**config.mk**
```make
export PLATFORM = sky130hd
export DESIGN_NAME = k10_peri_axil_master_flat
export DESIGN_NICKNAME = d
export VERILOG_FILES = /design/src/rtl/k10_peri_axil_master_if.sv /design/src/rtl/k10_peri_axil_master.sv /design/src/flat_wrapper.sv
export SDC_FILE = /design/constraint.sdc
export NUM_CORES = 1
export LEC_CHECK = 0
export BUFFER_PORTS_ARGS = -buffer_cell sky130_fd_sc_hd__buf_2
export CORE_MARGIN = 10
export CORE_UTILIZATION = 46
export DETAILED_ROUTE_END_ITERATION = 12
export PLACE_DENSITY = 0.91
export SLEW_MARGIN = 20
export SYNTH_ARGS = -nofsm -noshare
export SYNTH_HDL_FRONTEND = slang
export SYNTH_SLANG_ARGS = --single-unit
```
**constraint.sdc**
```tcl
create_clock -name i_clk -period 2.37 [get_ports i_clk]
set_input_delay 0.3555 -clock i_clk [delete_from_list [all_inputs] [get_ports i_clk]]
set_output_delay 0.3555 -clock i_clk [all_outputs]
set_load 0.05 [all_outputs]
```
**src/rtl/k10_peri_axil_master_if.sv**
```systemverilog
// K10 peripheral AXI4-Lite bus bundle: the five AXI4-Lite channels between
// the peripheral master and the address decoder.
interface k10_peri_axil_master_if;
    logic [31:0] awaddr;
    logic [2:0]  awprot;
    logic        awvalid;
    logic        awready;
    logic [31:0] wdata;
    logic [3:0]  wstrb;
    logic        wvalid;
    logic        wready;
    logic [1:0]  bresp;
    logic        bvalid;
    logic        bready;
    logic [31:0] araddr;
    logic [2:0]  arprot;
    logic        arvalid;
    logic        arready;
    logic [31:0] rdata;
    logic [1:0]  rresp;
    logic        rvalid;
    logic        rready;

    modport master (
        output awaddr, awprot, awvalid, input awready,
        output wdata, wstrb, wvalid, input wready,
        input bresp, bvalid, output bready,
        output araddr, arprot, arvalid, input arready,
        input rdata, rresp, rvalid, output rready
    );

    modport slave (
        input awaddr, awprot, awvalid, output awready,
        input wdata, wstrb, wvalid, output wready,
        output bresp, bvalid, input bready,
        input araddr, arprot, arvalid, output arready,
        output rdata, rresp, rvalid, input rready
    );
endinterface

```
**src/rtl/k10_peri_axil_master.sv**
```systemverilog
// K10 peripheral AXI4-Lite master: turns the core's single-outstanding
// req/gnt data-port request into one AXI4-Lite transaction, reports the
// response as a one-cycle o_rvalid pulse, and times out stuck slaves while
// still completing the AXI handshakes of the abandoned transaction.
module k10_peri_axil_master #(
    parameter int unsigned TIMEOUT_CYCLES = 32'd256
) (
    input  logic        i_clk,
    input  logic        i_rst_n,
    input  logic        i_req,
    output logic        o_gnt,
    input  logic        i_we,
    input  logic [31:0] i_addr,
    input  logic [31:0] i_wdata,
    input  logic [3:0]  i_be,
    input  logic        i_priv,
    output logic        o_rvalid,
    output logic [31:0] o_rdata,
    output logic        o_err,
    k10_peri_axil_master_if.master m_axi
);

    // Counter just wide enough to hold TIMEOUT_CYCLES itself.
    localparam int CW = (TIMEOUT_CYCLES > 32'd1) ? $clog2(TIMEOUT_CYCLES + 32'd1) : 32'sd1;
    localparam logic [CW-1:0] TO_LIMIT = CW'(TIMEOUT_CYCLES);
    localparam bit            TO_EN    = (TIMEOUT_CYCLES != 32'd0);

    typedef enum logic [1:0] {
        ST_IDLE  = 2'd0,
        ST_WRITE = 2'd1,
        ST_READ  = 2'd2,
        ST_DRAIN = 2'd3
    } state_t;

    state_t          r_state;
    state_t          w_state_nxt;

    logic [31:0]     r_addr;
    logic [31:0]     r_wdata;
    logic [3:0]      r_be;
    logic [2:0]      r_prot;
    logic            r_is_write;
    logic            r_aw_done;
    logic            r_w_done;
    logic            r_ar_done;
    logic [CW-1:0]   r_cnt;
    logic            r_rvalid;
    logic [31:0]     r_rdata;
    logic            r_err;

    logic            w_grant;
    logic            w_busy;
    logic            w_aw_hs;
    logic            w_w_hs;
    logic            w_ar_hs;
    logic            w_b_hs;
    logic            w_r_hs;
    logic            w_resp_hs;
    logic [CW-1:0]   w_cnt_inc;
    logic            w_timeout;

    assign w_grant   = (r_state == ST_IDLE) && i_req;
    assign w_busy    = (r_state == ST_WRITE) || (r_state == ST_READ);
    assign w_aw_hs   = m_axi.awvalid && m_axi.awready;
    assign w_w_hs    = m_axi.wvalid  && m_axi.wready;
    assign w_ar_hs   = m_axi.arvalid && m_axi.arready;
    assign w_b_hs    = m_axi.bvalid  && m_axi.bready;
    assign w_r_hs    = m_axi.rvalid  && m_axi.rready;
    assign w_resp_hs = r_is_write ? w_b_hs : w_r_hs;
    assign w_cnt_inc = r_cnt + {{(CW-1){1'b0}}, 1'b1};
    // A response arriving in the expiry cycle wins over the timeout.
    assign w_timeout = TO_EN && w_busy && !w_resp_hs && (w_cnt_inc == TO_LIMIT);

    // Address/data/prot come straight from the request registers so they stay
    // stable for the whole transaction, including while draining.
    assign m_axi.awaddr = r_addr;
    assign m_axi.awprot = r_prot;
    assign m_axi.wdata  = r_wdata;
    assign m_axi.wstrb  = r_be;
    assign m_axi.araddr = r_addr;
    assign m_axi.arprot = r_prot;

    assign o_rvalid = r_rvalid;
    assign o_rdata  = r_rdata;
    assign o_err    = r_err;

    // State register.
    always_ff @(posedge i_clk or negedge i_rst_n) begin
        if (!i_rst_n) begin
            r_state <= ST_IDLE;
        end else begin
            r_state <= w_state_nxt;
        end
    end

    // Next-state decode: complete on the response handshake, divert to DRAIN on timeout.
    always_comb begin
        w_state_nxt = r_state;
        case (r_state)
            ST_IDLE: begin
                if (i_req) begin
                    w_state_nxt = i_we ? ST_WRITE : ST_READ;
                end else begin
                    w_state_nxt = ST_IDLE;
                end
            end
            ST_WRITE: begin
                if (w_b_hs) begin
                    w_state_nxt = ST_IDLE;
                end else if (w_timeout) begin
                    w_state_nxt = ST_DRAIN;
                end else begin
                    w_state_nxt = ST_WRITE;
                end
            end
            ST_READ: begin
                if (w_r_hs) begin
                    w_state_nxt = ST_IDLE;
                end else if (w_timeout) begin
                    w_state_nxt = ST_DRAIN;
                end else begin
                    w_state_nxt = ST_READ;
                end
            end
            ST_DRAIN: begin
                if (w_resp_hs) begin
                    w_state_nxt = ST_IDLE;
                end else begin
                    w_state_nxt = ST_DRAIN;
                end
            end
            default: begin
                w_state_nxt = ST_IDLE;
            end
        endcase
    end

    // Output decode: valids drop only after their own handshake; DRAIN keeps the same channel behaviour.
    always_comb begin
        o_gnt         = 1'b0;
        m_axi.awvalid = 1'b0;
        m_axi.wvalid  = 1'b0;
        m_axi.bready  = 1'b0;
        m_axi.arvalid = 1'b0;
        m_axi.rready  = 1'b0;
        case (r_state)
            ST_IDLE: begin
                o_gnt = i_req;
            end
            ST_WRITE: begin
                m_axi.awvalid = !r_aw_done;
                m_axi.wvalid  = !r_w_done;
                m_axi.bready  = r_aw_done && r_w_done;
            end
            ST_READ: begin
                m_axi.arvalid = !r_ar_done;
                m_axi.rready  = r_ar_done;
            end
            ST_DRAIN: begin
                if (r_is_write) begin
                    m_axi.awvalid = !r_aw_done;
                    m_axi.wvalid  = !r_w_done;
                    m_axi.bready  = r_aw_done && r_w_done;
                end else begin
                    m_axi.arvalid = !r_ar_done;
                    m_axi.rready  = r_ar_done;
                end
            end
            default: begin
                o_gnt = 1'b0;
            end
        endcase
    end

    // Request capture on grant, per-channel done flags and the timeout counter.
    always_ff @(posedge i_clk or negedge i_rst_n) begin
        if (!i_rst_n) begin
            r_addr     <= 32'h0000_0000;
            r_wdata    <= 32'h0000_0000;
            r_be       <= 4'h0;
            r_prot     <= 3'b000;
            r_is_write <= 1'b0;
            r_aw_done  <= 1'b0;
            r_w_done   <= 1'b0;
            r_ar_done  <= 1'b0;
            r_cnt      <= {CW{1'b0}};
        end else if (w_grant) begin
            r_addr     <= i_addr;
            r_wdata    <= i_wdata;
            r_be       <= i_be;
            r_prot     <= {1'b0, 1'b0, i_priv};
            r_is_write <= i_we;
            r_aw_done  <= 1'b0;
            r_w_done   <= 1'b0;
            r_ar_done  <= 1'b0;
            r_cnt      <= {CW{1'b0}};
        end else begin
            if (w_aw_hs) begin
                r_aw_done <= 1'b1;
            end
            if (w_w_hs) begin
                r_w_done <= 1'b1;
            end
            if (w_ar_hs) begin
                r_ar_done <= 1'b1;
            end
            if (w_busy) begin
                r_cnt <= w_cnt_inc;
            end
        end
    end

    // Core response: one-cycle pulse after a B/R handshake or on timeout; drained responses are dropped.
    always_ff @(posedge i_clk or negedge i_rst_n) begin
        if (!i_rst_n) begin
            r_rvalid <= 1'b0;
            r_err    <= 1'b0;
            r_rdata  <= 32'h0000_0000;
        end else if ((r_state == ST_WRITE) && w_b_hs) begin
            r_rvalid <= 1'b1;
            r_err    <= (m_axi.bresp != 2'b00);
            r_rdata  <= 32'h0000_0000;
        end else if ((r_state == ST_READ) && w_r_hs) begin
            r_rvalid <= 1'b1;
            r_err    <= (m_axi.rresp != 2'b00);
            r_rdata  <= m_axi.rdata;
        end else if (w_timeout) begin
            r_rvalid <= 1'b1;
            r_err    <= 1'b1;
            r_rdata  <= 32'h0000_0000;
        end else begin
            r_rvalid <= 1'b0;
            r_err    <= 1'b0;
        end
    end

endmodule

```
**src/flat_wrapper.sv**
```systemverilog
// flat-port wrapper written by rule: the top's interface ports become plain ports
module k10_peri_axil_master_flat 
#(
    parameter int unsigned TIMEOUT_CYCLES = 32'd256
)
  (i_clk, i_rst_n, i_req, o_gnt, i_we, i_addr, i_wdata, i_be, i_priv, o_rvalid, o_rdata, o_err, m_axi_awaddr, m_axi_awprot, m_axi_awvalid, m_axi_awready, m_axi_wdata, m_axi_wstrb, m_axi_wvalid, m_axi_wready, m_axi_bresp, m_axi_bvalid, m_axi_bready, m_axi_araddr, m_axi_arprot, m_axi_arvalid, m_axi_arready, m_axi_rdata, m_axi_rresp, m_axi_rvalid, m_axi_rready);
  k10_peri_axil_master_if m_axi_i ();
  input  logic i_clk;
  input  logic i_rst_n;
  input  logic i_req;
  output logic o_gnt;
  input  logic i_we;
  input  logic [31:0] i_addr;
  input  logic [31:0] i_wdata;
  input  logic [3:0] i_be;
  input  logic i_priv;
  output logic o_rvalid;
  output logic [31:0] o_rdata;
  output logic o_err;
  output wire logic [$bits(m_axi_i.awaddr)-1:0] m_axi_awaddr;
  output wire logic [$bits(m_axi_i.awprot)-1:0] m_axi_awprot;
  output wire logic [$bits(m_axi_i.awvalid)-1:0] m_axi_awvalid;
  input wire logic [$bits(m_axi_i.awready)-1:0] m_axi_awready;
  output wire logic [$bits(m_axi_i.wdata)-1:0] m_axi_wdata;
  output wire logic [$bits(m_axi_i.wstrb)-1:0] m_axi_wstrb;
  output wire logic [$bits(m_axi_i.wvalid)-1:0] m_axi_wvalid;
  input wire logic [$bits(m_axi_i.wready)-1:0] m_axi_wready;
  input wire logic [$bits(m_axi_i.bresp)-1:0] m_axi_bresp;
  input wire logic [$bits(m_axi_i.bvalid)-1:0] m_axi_bvalid;
  output wire logic [$bits(m_axi_i.bready)-1:0] m_axi_bready;
  output wire logic [$bits(m_axi_i.araddr)-1:0] m_axi_araddr;
  output wire logic [$bits(m_axi_i.arprot)-1:0] m_axi_arprot;
  output wire logic [$bits(m_axi_i.arvalid)-1:0] m_axi_arvalid;
  input wire logic [$bits(m_axi_i.arready)-1:0] m_axi_arready;
  input wire logic [$bits(m_axi_i.rdata)-1:0] m_axi_rdata;
  input wire logic [$bits(m_axi_i.rresp)-1:0] m_axi_rresp;
  input wire logic [$bits(m_axi_i.rvalid)-1:0] m_axi_rvalid;
  output wire logic [$bits(m_axi_i.rready)-1:0] m_axi_rready;
  assign m_axi_awaddr = m_axi_i.awaddr;
  assign m_axi_awprot = m_axi_i.awprot;
  assign m_axi_awvalid = m_axi_i.awvalid;
  assign m_axi_i.awready = m_axi_awready;
  assign m_axi_wdata = m_axi_i.wdata;
  assign m_axi_wstrb = m_axi_i.wstrb;
  assign m_axi_wvalid = m_axi_i.wvalid;
  assign m_axi_i.wready = m_axi_wready;
  assign m_axi_i.bresp = m_axi_bresp;
  assign m_axi_i.bvalid = m_axi_bvalid;
  assign m_axi_bready = m_axi_i.bready;
  assign m_axi_araddr = m_axi_i.araddr;
  assign m_axi_arprot = m_axi_i.arprot;
  assign m_axi_arvalid = m_axi_i.arvalid;
  assign m_axi_i.arready = m_axi_arready;
  assign m_axi_i.rdata = m_axi_rdata;
  assign m_axi_i.rresp = m_axi_rresp;
  assign m_axi_i.rvalid = m_axi_rvalid;
  assign m_axi_rready = m_axi_i.rready;
  k10_peri_axil_master #(.TIMEOUT_CYCLES(TIMEOUT_CYCLES)) u_core (.i_clk(i_clk), .i_rst_n(i_rst_n), .i_req(i_req), .o_gnt(o_gnt), .i_we(i_we), .i_addr(i_addr), .i_wdata(i_wdata), .i_be(i_be), .i_priv(i_priv), .o_rvalid(o_rvalid), .o_rdata(o_rdata), .o_err(o_err), .m_axi(m_axi_i));
endmodule
```
# == Yosys cells after proc, flatten, opt, wreduce, memory -nomap -nowiden ==
# Index checks and enable logic that the tools add are counted.
# op_classes
add_sub_neg,1
n_eq_ne,4
muxes,36
n_reduce_logical,24
# ops
op,n
$mux 32,3
$mux 1,19
$mux 9,2
$mux 2,6
$reduce_bool 2->1,6
$logic_and 1x1->1,11
$pmux 1 s2,5
$add 9x1->9 const B,1
$eq 9x9->1 const B,1
$pmux 2 s4,1
$eq 2x2->1 const B,2
$logic_not 1->1,4
$reduce_bool 3->1,1
$eq 2x1->1 const B,1
$logic_not 2->1,1
$logic_or 1x1->1,1
# word_totals
reg_bits,118
input_bits,114
output_inout_bits,146
word_cells,78

# == Longest topological paths before layout ==
# depth
depth_word,11
mapped_depth,8
mapped_depth_nobuf,7

# == Worst setup path after synthesis ==
# No wires, ideal clock.
# synth_path
path_type,reg-to-output
startpoint,register u_core.r_state[0]
endpoint,output o_gnt
arrival_ns,2.008
path_slack_ns,0.007
path_stages_with_launch,7
path_cell_list,dfrtp_1 inv_1 ha_1 and2_1 clkbuf_1 clkbuf_1 buf_1
# synth_via
elab_chain_len,2
# synth_lines
item,line,text
from (decl),k10_peri_axil_master.sv:35,state_t r_state;
from (signal assigned),k10_peri_axil_master.sv:92,r_state <= w_state_nxt;
$logic_not 2->1,k10_peri_axil_master.sv:146,case (r_state)
$mux 1,k10_peri_axil_master.sv:146,
to (decl),flat_wrapper.sv:11,output logic o_gnt;
# Every way passes these cells.

# == Worst setup path in the final report ==
# layout_path
startpoint,register u_core.r_state[1]
endpoint,output m_axi_bready
# layout_via
elab_chain_len,2
word_cells_on_any_way,3
cone_classes,2 x eq/ne; 1 x mux
# layout_lines
item,line,text
$eq 2x2->1 or $eq 2x1->1 (tied branches),k10_peri_axil_master.sv:146,
$pmux 1 s2 (*),k10_peri_axil_master.sv:146,
to (decl),flat_wrapper.sv:30,output wire logic [$bits(m_axi_i.bready)-1:0] m_axi_bready;
# Every way passes the cells marked *; elsewhere a longest branch is shown, timed or not.

==> tab_implementation.tex <==
\begin{tabular}{lr}
\hline
Metric & Value \\
\hline
\multicolumn{2}{l}{\textbf{Logic synthesis}} \\
Average size of a mapped cell & between 10 and 15 um2 \\
Post-synthesis register bit count & between 100 and 150 \\
Post-synthesis async set-or-reset flop share & 100\% \\
Number of flops mapped to enable cells by yosys & 0 \\
Leading cell types by count after synthesis & 118 x dfrtp\_1, 69 x mux2\_2, 40 x buf\_4 \\
Ys flop type & dfrtp\_1 \\
Main area contributors after synthesis & dfrtp\_1 58\%, mux2\_2 15\%, buf\_4 5.9\% \\
Number of different library cells in the post-synthesis netlist & 42 \\
Yosys top cell area share & approximately 58\% \\
Post-synthesis instance total & 380 \\
Area leader, netlist & dfrtp\_1 \\
Top-count cell post-synth & dfrtp\_1 \\
Sequential cell area fraction in the yosys report & just under 60\% \\
Number of warnings printed during yosys synthesis & 0 \\
Synthesized area & 5110 um2 \\
\multicolumn{2}{l}{\textbf{Cells and area}} \\
Share of layout cells above drive strength 1 & around 60\% \\
Antenna Cells & 0 \\
Area growth syn-to-layout & 34.2\% \\
Total number of nets in the final design & between 700 and 800 \\
\multicolumn{2}{l}{\textbf{Clocking}} \\
Max Root-Sink Buffers & 2 \\
Clock latency on the worst-skew pair & roughly 0.50 ns \\
H-tree depth & 4 \\
CTS tree & built \\
CTS clk-pin slew, worst paths & about 0.06 ns \\
Clk sinks & 118 \\
Clock Tree Root & clkbuf\_8 \\
Hold-fix buffers, CTS & 1 \\
Count of buffers added by post-CTS timing repair for setup & 0 \\
TritonCTS Buffers & 17 \\
Post\_cts resized & 0 \\
\multicolumn{2}{l}{\textbf{GRT}} \\
Initial antenna violation count & 0 \\
GR Overflow Total & 0 \\
Vias in the first global route & 4152 \\
First-pass GRT wire length & approximately 23 mm \\
Maximum number of pins on one net before global-route repair & 55 \\
GRT Resource Usage Total & about 18\% \\
\multicolumn{2}{l}{\textbf{Detailed routing}} \\
Metal2 WL & roughly 7.6 mm \\
DRT Pass-1 Iters & 5 \\
Wire length on met3 & approximately 1.2 mm \\
Detailed-route wire length per cell & approximately 19 um \\
Top layer in use & met4 \\
Total Wirelength & 14.4 mm \\
DRT iter0 DRCs & approximately 170 \\
Wire length on met1 & 5.38 mm \\
Number of vias per cell & between 5 and 6 \\
Number of antenna-violating nets in the routed design & 0 \\
Number of vias after detailed routing & 3875 \\
Number of DRC violations after detailed routing & 0 \\
\multicolumn{2}{l}{\textbf{Critical path}} \\
Cell-by-cell listing of the critical path & inv\_1 -> ha\_1 -> a21o\_1 -> and3\_1 -> buf\_2 \\
Setup crit start kind & flip-flop \\
Slack of the worst reg-to-reg path & approximately 0.17 ns \\
Cell with the biggest individual delay on the critical path & dfrtp\_1 \\
Type of destination of the critical path & primary output \\
Biggest fanout along the worst timing path & 5 \\
Slowest Stage Delay on Critical Path & roughly 0.4 ns \\
Worst path top cell family by delay & flip-flops \\
Worst path bufs/invs & 2 \\
Category of the most critical setup path & flip-flop to primary output \\
Required time worst endpoint & between 2 and 2.5 ns \\
Path depth of the worst reg2reg path & 7 \\
Data arrival time at the worst-slack endpoint & 1.87 ns \\
Reg-to-reg startpoint & u\_core.r\_cnt[0]\$\_DFFE\_PN0P\_ \\
Critical register-to-register path endpoint & u\_core.o\_rdata[4]\$\_DFFE\_PN0P\_ \\
\multicolumn{2}{l}{\textbf{Place}} \\
Number of I/O port buffers & 255 \\
Routability congestion estimate & 0.899 \\
Half-perimeter wire length after detailed placement & roughly 11 mm \\
\multicolumn{2}{l}{\textbf{STA}} \\
Number of hold violations in the final report & 0 \\
Setup\_tns & 0 ns \\
Worst max-slew margin expressed relative to the limit & between 40\% and 50\% \\
Max-slew violation count & 0 \\
Period utilization & a little over nine tenths \\
Minimum period implied by the final worst setup slack & between 2 and 2.5 ns \\
Transition at the pin with the smallest max-transition slack & roughly 0.76 ns \\
Maximum achievable frequency & approximately 450 MHz \\
Unrepaired setup endpoints after global routing & no \\
Final setup violation count & 0 \\
Fin Clk Skew & roughly 0.0067 ns \\
\multicolumn{2}{l}{\textbf{Die}} \\
Number of placement rows & 38 \\
Io pins & 260 \\
Die outline width & 125 um \\
Vertical die dimension & 125 um \\
Initial core utilization & 47.1\% \\
Core area & 10800 um2 \\
Die Footprint & between 15000 and 20000 um2 \\
\multicolumn{2}{l}{\textbf{Run status}} \\
Run status & complete, no violations \\
\multicolumn{2}{l}{\textbf{Job}} \\
Number of max-cap violations & 0 \\
\multicolumn{2}{l}{\textbf{Hold path}} \\
Hold Path Origin & m\_axi\_rdata[16] \\
Worst min-delay path endpoint & u\_core.o\_rdata[16]\$\_DFFE\_PN0P\_ \\
Hold/Removal Path Class & input port to flip-flop \\
Hold path depth & 2 \\
\hline
\end{tabular}
sequential cells by signal, summed over array words and instances, names as in the netlist:
name and flops:
u_core.r_state 2, u_core.r_ar_done 1, u_core.r_is_write 1, u_core.o_err 1, u_core.m_axi.araddr 32, u_core.r_aw_done 1, u_core.r_cnt 9, u_core.o_rvalid 1
u_core.m_axi.wstrb 4, u_core.m_axi.arprot 1, u_core.r_w_done 1, u_core.m_axi.wdata 32, u_core.o_rdata 32
per-stage QoR:
step	worst slack, ns	area (um2)	cells	hold slack [ns]	util [%]
floorplan	0.00682	5120	383	0.0599	-
global placement	0.265	6250	726	0.357	57.6
detailed placement	0.212	6250	726	0.367	57.7
CTS	0.132	6860	759	0.0450	63.3
global route	0.0516	6860	759	0.0475	63.3
finish	0.141	6860	759	0.0672	63.3
layout by cell type (no fill, tap or decap), types with 2 or more instances in the layout:
cell type,count
a21oi_1,5
a22o_1,28
a22o_2,4
and4_1,2
buf_12,3
buf_2,254
buf_4,4
bufinv_16,3
clkbuf_16,16
clkinv_2,3
clkinv_4,4
clkinvlp_4,3
conb_1,4
dfrtp_1,118
ha_1,7
inv_1,7
inv_6,2
mux2_2,69
nand2_1,10
nand3_1,6
nand4_1,5
nor2_1,20
nor3_1,3
o21ai_0,6
o31ai_1,2
xnor2_1,6
xor2_1,5
metal layers:
layer  vias up  GRT usage [%]
li1       1760              -
met1      1906           19.1
met2       180           31.9
met3        29           7.01
met4         0           5.83
met5         -              0
cell type report:
class                   instances  area (um2)
inverters                       7        26.3
clock inverters                15         180
repair buffers                262        1370
multi-input cells             200        1740
well taps                     140         175
flip-flops and latches        118        2950
clock buffers                  17         414
fillers                       816        3980
logic make-up (layout without fill, tap and decap cells):
| group | count (synthesis) | in the layout | synth area share [%] |
|---|---|---|---|
| multiplexers | 70 | 70 | 15.4 |
| flip-flops | 118 | 118 | 57.8 |
| AO/OA/AOI/OAI | 55 | 55 | 9.18 |
| XOR/XNOR | 11 | 11 | 1.89 |
| buffers and inverters | 65 | 301 | 8.62 |
| other | 1 | 4 | 0.0734 |
| adder cells (fa/ha/maj) | 7 | 7 | 1.71 |
| AND/OR/NAND/NOR | 53 | 53 | 5.31 |
worst reg2reg max path, cell delays in order, from the launching register on:
cell and delay (ns):
dfrtp_1 0.47, ha_1 0.32, nand3_1 0.19, xnor2_1 0.22
nor4b_4 0.32, a31oi_4 0.13, buf_12 0.18, a22o_2 0.27
worst max path at each step:
stage	from	slack (ns)	to	cells after the start
CTS	u_core.r_state[1]$_DFF_PN0_	0.13	o_gnt	4
floorplan	u_core.r_state[0]$_DFF_PN0_	0.007	o_gnt	6
finish	u_core.r_state[1]$_DFF_PN0_	0.14	m_axi_bready	5
detailed placement	u_core.r_cnt[0]$_DFFE_PN0P_	0.21	u_core.o_rdata[6]$_DFFE_PN0P_	7
global route	u_core.r_cnt[0]$_DFFE_PN0P_	0.05	u_core.o_rdata[4]$_DFFE_PN0P_	7
global placement	u_core.r_state[1]$_DFF_PN0_	0.26	u_core.o_rdata[5]$_DFFE_PN0P_	5
Power is not shown: default switching activity piles up to over one toggle a cycle in this logic, so the estimate is an artifact.
